--- config.mk ---
export PLATFORM = sky130hd
export DESIGN_NAME = mul16_seq_ctrl
export DESIGN_NICKNAME = d
export VERILOG_FILES = /design/src/rtl/mul16_pkg.sv /design/src/rtl/mul16_seq_ctrl.sv
export SDC_FILE = /design/constraint.sdc
export NUM_CORES = 1
export LEC_CHECK = 0
export ABC_AREA = 1
export CORE_ASPECT_RATIO = 1.2
export CORE_UTILIZATION = 41
export DETAILED_ROUTE_END_ITERATION = 16
export DONT_BUFFER_PORTS = 1
export GPL_TIMING_DRIVEN = 0
export PLACE_DENSITY = 0.59
export SYNTH_ARGS = -nofsm -noshare
export SYNTH_HDL_FRONTEND = slang
export SYNTH_SLANG_ARGS = --single-unit
--- constraint.sdc ---
create_clock -name clk -period 2.2 [get_ports clk]
set_clock_uncertainty 0.05 [all_clocks]
set_input_delay 0.22 -clock clk [delete_from_list [all_inputs] [get_ports clk]]
set_output_delay 0.22 -clock clk [all_outputs]
set_load 0.03 [all_outputs]
--- src/rtl/mul16_pkg.sv ---
// mul16_pkg: shared types and constants for the shift-and-add multiply
// sequencer (mul16_seq_ctrl).
//   state_e   : controller states (WAIT is used only with a registered adder)
//   KPG_*     : kpg-encoded adder carry-in values
//   MUL_W     : default operand width
package mul16_pkg;

  localparam int MUL_W = 16;

  localparam logic [1:0] KPG_KILL = 2'b00;
  localparam logic [1:0] KPG_PROP = 2'b01;
  localparam logic [1:0] KPG_GEN  = 2'b11;

  typedef enum logic [1:0] {
    ST_IDLE = 2'd0,
    ST_ITER = 2'd1,
    ST_WAIT = 2'd2,
    ST_DONE = 2'd3
  } state_e;

endpackage

--- src/rtl/mul16_seq_ctrl.sv ---
// mul16_seq_ctrl: unsigned W x W -> 2W multiply by iterative shift-and-add,
// sequencing an external kpg carry-lookahead adder (sum16bit).
//
// Ports
//   clk, rst_n      : clock (rising edge), async active-low reset
//   start           : request, sampled only while ready=1
//   in_a, in_b      : multiplicand / multiplier, captured with start
//   ready           : high in IDLE only
//   busy            : high while iterating (ITER/WAIT)
//   done            : one-cycle pulse, product valid
//   product         : result, held until the next accepted start
//   add_a, add_b    : adder operands (accumulator, multiplicand-or-zero)
//   add_kin         : adder carry-in, kpg encoded, always kill
//   add_sum         : adder result {carry, sum}
//
// Parameters
//   W       : operand width
//   ADD_LAT : adder latency, 0 (combinational) or 1 (registered)
//
// Build option
//   MUL16_EARLY_TERM_EN : when defined, a start with a zero operand skips the
//                         iterations and finishes with product 0.
module mul16_seq_ctrl
  import mul16_pkg::*;
#(
  parameter int W       = MUL_W,
  parameter int ADD_LAT = 0
) (
  input  logic           clk,
  input  logic           rst_n,
  input  logic           start,
  input  logic [W-1:0]   in_a,
  input  logic [W-1:0]   in_b,
  output logic           ready,
  output logic           busy,
  output logic           done,
  output logic [2*W-1:0] product,
  output logic [W-1:0]   add_a,
  output logic [W-1:0]   add_b,
  output logic [1:0]     add_kin,
  input  logic [W:0]     add_sum
);

  localparam int             CW   = $clog2(W) + 1;
  localparam logic [CW-1:0]  LAST = CW'(W - 1);

  state_e           r_state, w_nxt;
  logic [W-1:0]     r_acc, r_mq, r_mcand;
  logic [CW-1:0]    r_cnt;
  logic [2*W-1:0]   r_product;
  logic             r_done;
  logic             w_step;
  logic             w_zero;

`ifdef MUL16_EARLY_TERM_EN
  assign w_zero = (in_a == '0) || (in_b == '0);
`else
  assign w_zero = 1'b0;
`endif

  // One shift/add step per ITER cycle with a combinational adder; with a
  // registered adder ITER only presents operands and WAIT consumes the sum.
  assign w_step = ((r_state == ST_ITER) && (ADD_LAT == 0)) || (r_state == ST_WAIT);

  always_ff @(posedge clk or negedge rst_n) begin
    if (!rst_n) r_state <= ST_IDLE;
    else        r_state <= w_nxt;
  end

  always_comb begin
    w_nxt = r_state;
    case (r_state)
      ST_IDLE: if (start) w_nxt = w_zero ? ST_DONE : ST_ITER;
      ST_ITER: begin
        if (ADD_LAT == 0) begin
          if (r_cnt == LAST) w_nxt = ST_DONE;
        end else begin
          w_nxt = ST_WAIT;
        end
      end
      ST_WAIT: w_nxt = (r_cnt == LAST) ? ST_DONE : ST_ITER;
      ST_DONE: w_nxt = ST_IDLE;
      default: w_nxt = ST_IDLE;
    endcase
  end

  always_ff @(posedge clk or negedge rst_n) begin
    if (!rst_n) begin
      r_acc     <= '0;
      r_mq      <= '0;
      r_mcand   <= '0;
      r_cnt     <= '0;
      r_product <= '0;
      r_done    <= 1'b0;
    end else begin
      r_done <= 1'b0;
      if ((r_state == ST_IDLE) && start) begin
        r_acc <= '0;
        r_cnt <= '0;
        // Zeroing both operand registers keeps the adder inputs at 0 and
        // makes {acc,mq} already equal the (zero) product.
        r_mcand <= w_zero ? '0 : in_a;
        r_mq    <= w_zero ? '0 : in_b;
      end else if (w_step) begin
        // {acc,mq} <= {add_sum,mq} >> 1 : the adder carry-out lands in acc MSB
        r_acc <= add_sum[W:1];
        r_mq  <= {add_sum[0], r_mq[W-1:1]};
        r_cnt <= r_cnt + 1'b1;
      end else if (r_state == ST_DONE) begin
        r_product <= {r_acc, r_mq};
        r_done    <= 1'b1;
      end
    end
  end

  assign add_a   = r_acc;
  assign add_b   = r_mq[0] ? r_mcand : '0;
  assign add_kin = KPG_KILL;

  // done is registered out of DONE, so its pulse coincides with the IDLE
  // cycle in which the next start can already be accepted.
  assign ready   = (r_state == ST_IDLE);
  assign busy    = (r_state == ST_ITER) || (r_state == ST_WAIT);
  assign done    = r_done;
  assign product = r_product;

endmodule
**Yosys cells after proc, flatten, opt, wreduce, memory -nomap -nowiden**

Index checks and enable logic that the tools add are counted.

- Add/sub/neg operators: 1
- Eq/ne operators: 6
- Multiplexer cells: 14
- Bitwise logic cells: 2
- Reduce and logical (&&, ||, !) cells: 6

Operator list:

| cell | count |
|---|---|
| 16-bit two-way mux | 5 |
| 5-bit two-way mux | 2 |
| 2-bit case mux with 4 select lines | 1 |
| 2-bit two-way mux | 3 |
| 5-bit by 1-bit adder with 5-bit output, second input constant | 1 |
| 5-bit by 4-bit equality test with 1-bit output, second input constant | 1 |
| 2-bit equality test, second input constant | 2 |
| 1-bit two-way mux | 3 |
| 3-bit AND reduction | 1 |
| 2-bit by 1-bit equality test with 1-bit output, second input constant | 1 |
| 2-bit logical NOT | 1 |
| 2-bit by 1-bit inequality test with 1-bit output, second input constant | 1 |
| 2-bit inequality test, second input constant | 1 |
| 1-bit inverter | 2 |
| 2-bit AND reduction | 1 |
| 2-bit nonzero test | 1 |
| 1-bit logical AND | 1 |
| 1-bit logical OR | 1 |

- Bits in registers: 88
- Bits of input ports: 52
- Output and inout port bits: 69

**Longest topological paths before layout**

- Depth after elaboration: 4
- Gate-level depth with buffers: 9

**Least setup slack after synthesis**

No wires, ideal clock.

- Path type: flip-flop to flip-flop
- From: reg r_state[1]
- To: reg r_cnt[3]
- Arrival: 1.489 ns
- Required time: 2.033 ns
- Path slack: 0.545 ns
- Cell stages (with the launch flop): 9
- Cells stage by stage: dfrtp_1 -> inv_1 -> ha_1 -> buf_4 -> nand2_1 -> nor2_1 -> nand2_1 -> nand2_1 -> nor2_1

- Cells in the longest elaborated chain, start to end: 3

Ends and longest elaborated chain:

| item | RTL line | RTL |
|---|---|---|
| start: declaration | mul16_seq_ctrl.sv:47 | `state_e r_state, w_nxt;` |
| start signal: assignment | mul16_seq_ctrl.sv:67 | `else r_state <= w_nxt;` |
| 2-bit by 1-bit equality test with 1-bit output or 2-bit equality test (tied branches) | n/a |  |
| 1-bit logical OR * | n/a |  |
| named net busy | mul16_seq_ctrl.sv:35 | `output logic busy,` |
| 2-bit nonzero test (no line) * | n/a |  |
| end signal: assignment | mul16_seq_ctrl.sv:108 | `r_cnt <= r_cnt + 1'b1;` |
| end: declaration | mul16_seq_ctrl.sv:49 | `logic [CW-1:0] r_cnt;` |

The timed path passes the listed nets; every way through them passes the cells marked *.
A chain may end at the register's enable or synchronous reset.

**Worst setup path after layout**

- From: reg r_state[1]
- To: reg r_acc[10], in the netlist add_a[10]

- Cells in the longest elaborated chain, start to end: 3

Ends and longest elaborated chain:

| item | RTL line | RTL |
|---|---|---|
| 2-bit by 1-bit equality test with 1-bit output or 2-bit equality test (tied branches) | n/a |  |
| 1-bit logical OR * | n/a |  |
| named net busy | mul16_seq_ctrl.sv:35 |  |
| 2-bit nonzero test (no line) * | n/a |  |
| end signal: assignment | mul16_seq_ctrl.sv:106 | `r_acc <= add_sum[W:1];` |
| end: declaration | mul16_seq_ctrl.sv:48 | `logic [W-1:0] r_acc, r_mq, r_mcand;` |

Marks and branches as above.

==> run summary <==
Final min period - 2007 ps
Worst path max stage delay - 540 ps
clock share of power - 0.135
PostCTS Resize Cnt - 0
clk buf depth - 2
Initial Util - 0.4300
failing checks - negative hold slack
Setup-failing EPs final - 0
final worst-path cycle share - 0.9123
Max Cap Violations - 0
Crit-path slowest cell - ha_1
Hold Path Class - input port to asynchronous set/reset pin
warnings from Yosys - 0
f_max - 0.4982 GHz
root buffer cell - clkbuf_8
commonest non-fill, non-tap cell in the layout - nand2_1
critical path class - flip-flop to flip-flop
worst-path fanout max - 10
setup TNS - 0 ps
worst path cell trace - inv_1 > ha_1 > inv_2 > nand2_2 > clkbuf_2 > o21ai_0
Arr. time, crit path - 2180 ps
CTS tree - done
ANT nets after route - 0
num rows - 37
I/O pin count - 121
die area - 9515 um^2
Die Y - 106.7 um
share of power burned in registers - 0.494
RSZ-0062 raised after global routing - no
internal power - 4.052 mW
first-pass GRT wire length - 14110 um
layout cells sized above 1 - 0.1277
fin area - 4558 um^2
Max VDD drop - 843.8 uV
Util after Layout - 0.5237
core area - 8703 um^2
Post-DP HPWL - 5818 um
Critical Path Sink Type - flip-flop
Avg Inst Size Synth - 9.403 um^2
FF+latch count, synth - 88
R2R Setup Slk - 190 ps
H-tree depth - 3
Slew Viols, Final - 0
largest net degree at the start of global routing - 89
total track usage - 0.1996
DRC violations left - 0
most frequent cells in the layout - 108 x nand2_1, 88 x dfrtp_1, 48 x dlygate4sd3_1
Pwr Density - 1736 nW/um^2
area grow syn2layout - 21.80%
via count - 2849
clock-pin slew on the worst setup and hold paths - 90 ps
setup repair bufs after CTS - 0
CTS Buf Count - 9
Die X - 89.22 um
DRT iter0 DRCs - 149
RD Place Congestion - 0.7675
Synth cell types - 19
Post-Syn Instances - 398
Nets - 517
Psw - 3.861 mW
routed wire length per instance - 15.30 um
Sw Share - 0.4879
clk sinks - 88
I/O Buffers - 0
hold_ws - -487.0 ps
outcome - finished with violations
Antenna diodes - 0
vias in the first global route - 2885
Via density - 4.921
clock latency on the worst-skew pair - 350 ps
initial antenna violation count - 0
DRT Pass-1 Iters - 4
final-report hold violation count - 88
leakage power - 2.299 nW
sequential area share after synthesis - 0.5884
worst path required time - 2370 ps
synthesized area - 3742 um^2
gr ovfl total - 0
dpl cell area - 3892 um^2
logic gate share of total power - 0.370
total wire length - 8861 um
CTS hold repair buffers - 48
startpoint types - flip-flop
-- through the flow --
stage	cells	power (mW)	hold slack, ps	worst slack, ps
after CTS	579	7.992	-521.9	199.1
after detailed placement	516	6.813	-123.4	219.8
after global routing	579	8.547	-522.2	45.96
after floorplan	399	6.070	-125.6	544.7
final	579	7.913	-487.0	192.9
after global placement	516	6.708	-123.3	280.1
-- sequential cells by signal, indices dropped and copies added, names as in the netlist --
| register | cells |
|---|---|
| r_mcand | 16 |
| product | 32 |
| add_a | 16 |
| done | 1 |
| r_mq | 16 |
| r_state | 2 |
| r_cnt | 5 |
-- metal layers --
layer  wire length (um)  track usage  vias up
li1                   -            -     1375
met1               3629       0.2411     1386
met2               4666       0.3381       86
met3                522      0.04234        2
met4                 42      0.08844        0
met5                  0            0        -
-- synth_stat cells --
library cell,n,area share
inv_1,38,0.038
buf_2,12,0.016
clkbuf_2,1,0.0013
nand3_1,21,0.028
nor2_1,38,0.038
ha_1,7,0.023
a21oi_1,17,0.023
nor3b_1,1,0.0020
conb_1,1,0.0010
o21ai_0,20,0.027
nand2_2,2,0.0033
dfrtp_1,88,0.59
buf_4,6,0.012
buf_6,4,0.012
nand2_1,108,0.11
a31oi_1,14,0.023
inv_2,2,0.0020
mux2_2,17,0.051
and3_1,1,0.0017
-- power groups by stage --
stage	clock network [mW]	registers (mW)	logic [mW]
floorplan	0	3.76	2.31
global placement	0	3.91	2.80
detailed placement	0	3.94	2.87
CTS	1.12	3.92	2.96
global route	1.19	4.02	3.34
finish	1.07	3.91	2.93
-- cell families (layout without fill, tap and decap cells) --
| logic type | Yosys count | count (layout) | synth area share |
|---|---|---|---|
| AOI/OAI and AO/OA | 51 | 51 | 0.07288 |
| adders and majority gates | 7 | 7 | 0.02340 |
| buffers and inverters | 63 | 126 | 0.08158 |
| DFF | 88 | 88 | 0.5884 |
| muxes | 17 | 17 | 0.05115 |
| other | 1 | 2 | 0.001002 |
| and+or+nand+nor | 171 | 171 | 0.1815 |
-- worst paths after layout --
kind                            start          to  cells after the start
setup / recovery           r_state[1]   add_a[10]                      6
hold / removal                  rst_n     r_mq[6]                      0
setup reg to reg           r_state[1]   add_a[10]                      6
hold reg to reg            r_mcand[3]  r_mcand[3]                      2
max in group asynchronous       rst_n    add_a[6]                      0
min in group clk             in_b[14]    r_mq[14]                      2
-- critical path: cells and delay by family (launching register included) --
kind                       cells  cell delay (ps)
AOI/OAI and AO/OA              1              120
adders and majority gates      1              540
buffers and inverters          3              520
DFF                            1              460
and+or+nand+nor                1              200
-- area by class of cell --
cell class	instances	area, um^2
fill	812	4145
sequential	88	2202
multi-input combinational	248	1239
timing repair buffer	48	480.5
buffer	23	155.1
inverter	40	150.1
tap	117	146.4
clock buffer	9	123.9
clock inverter	6	61.31
Power figures use the tool's default switching activity.
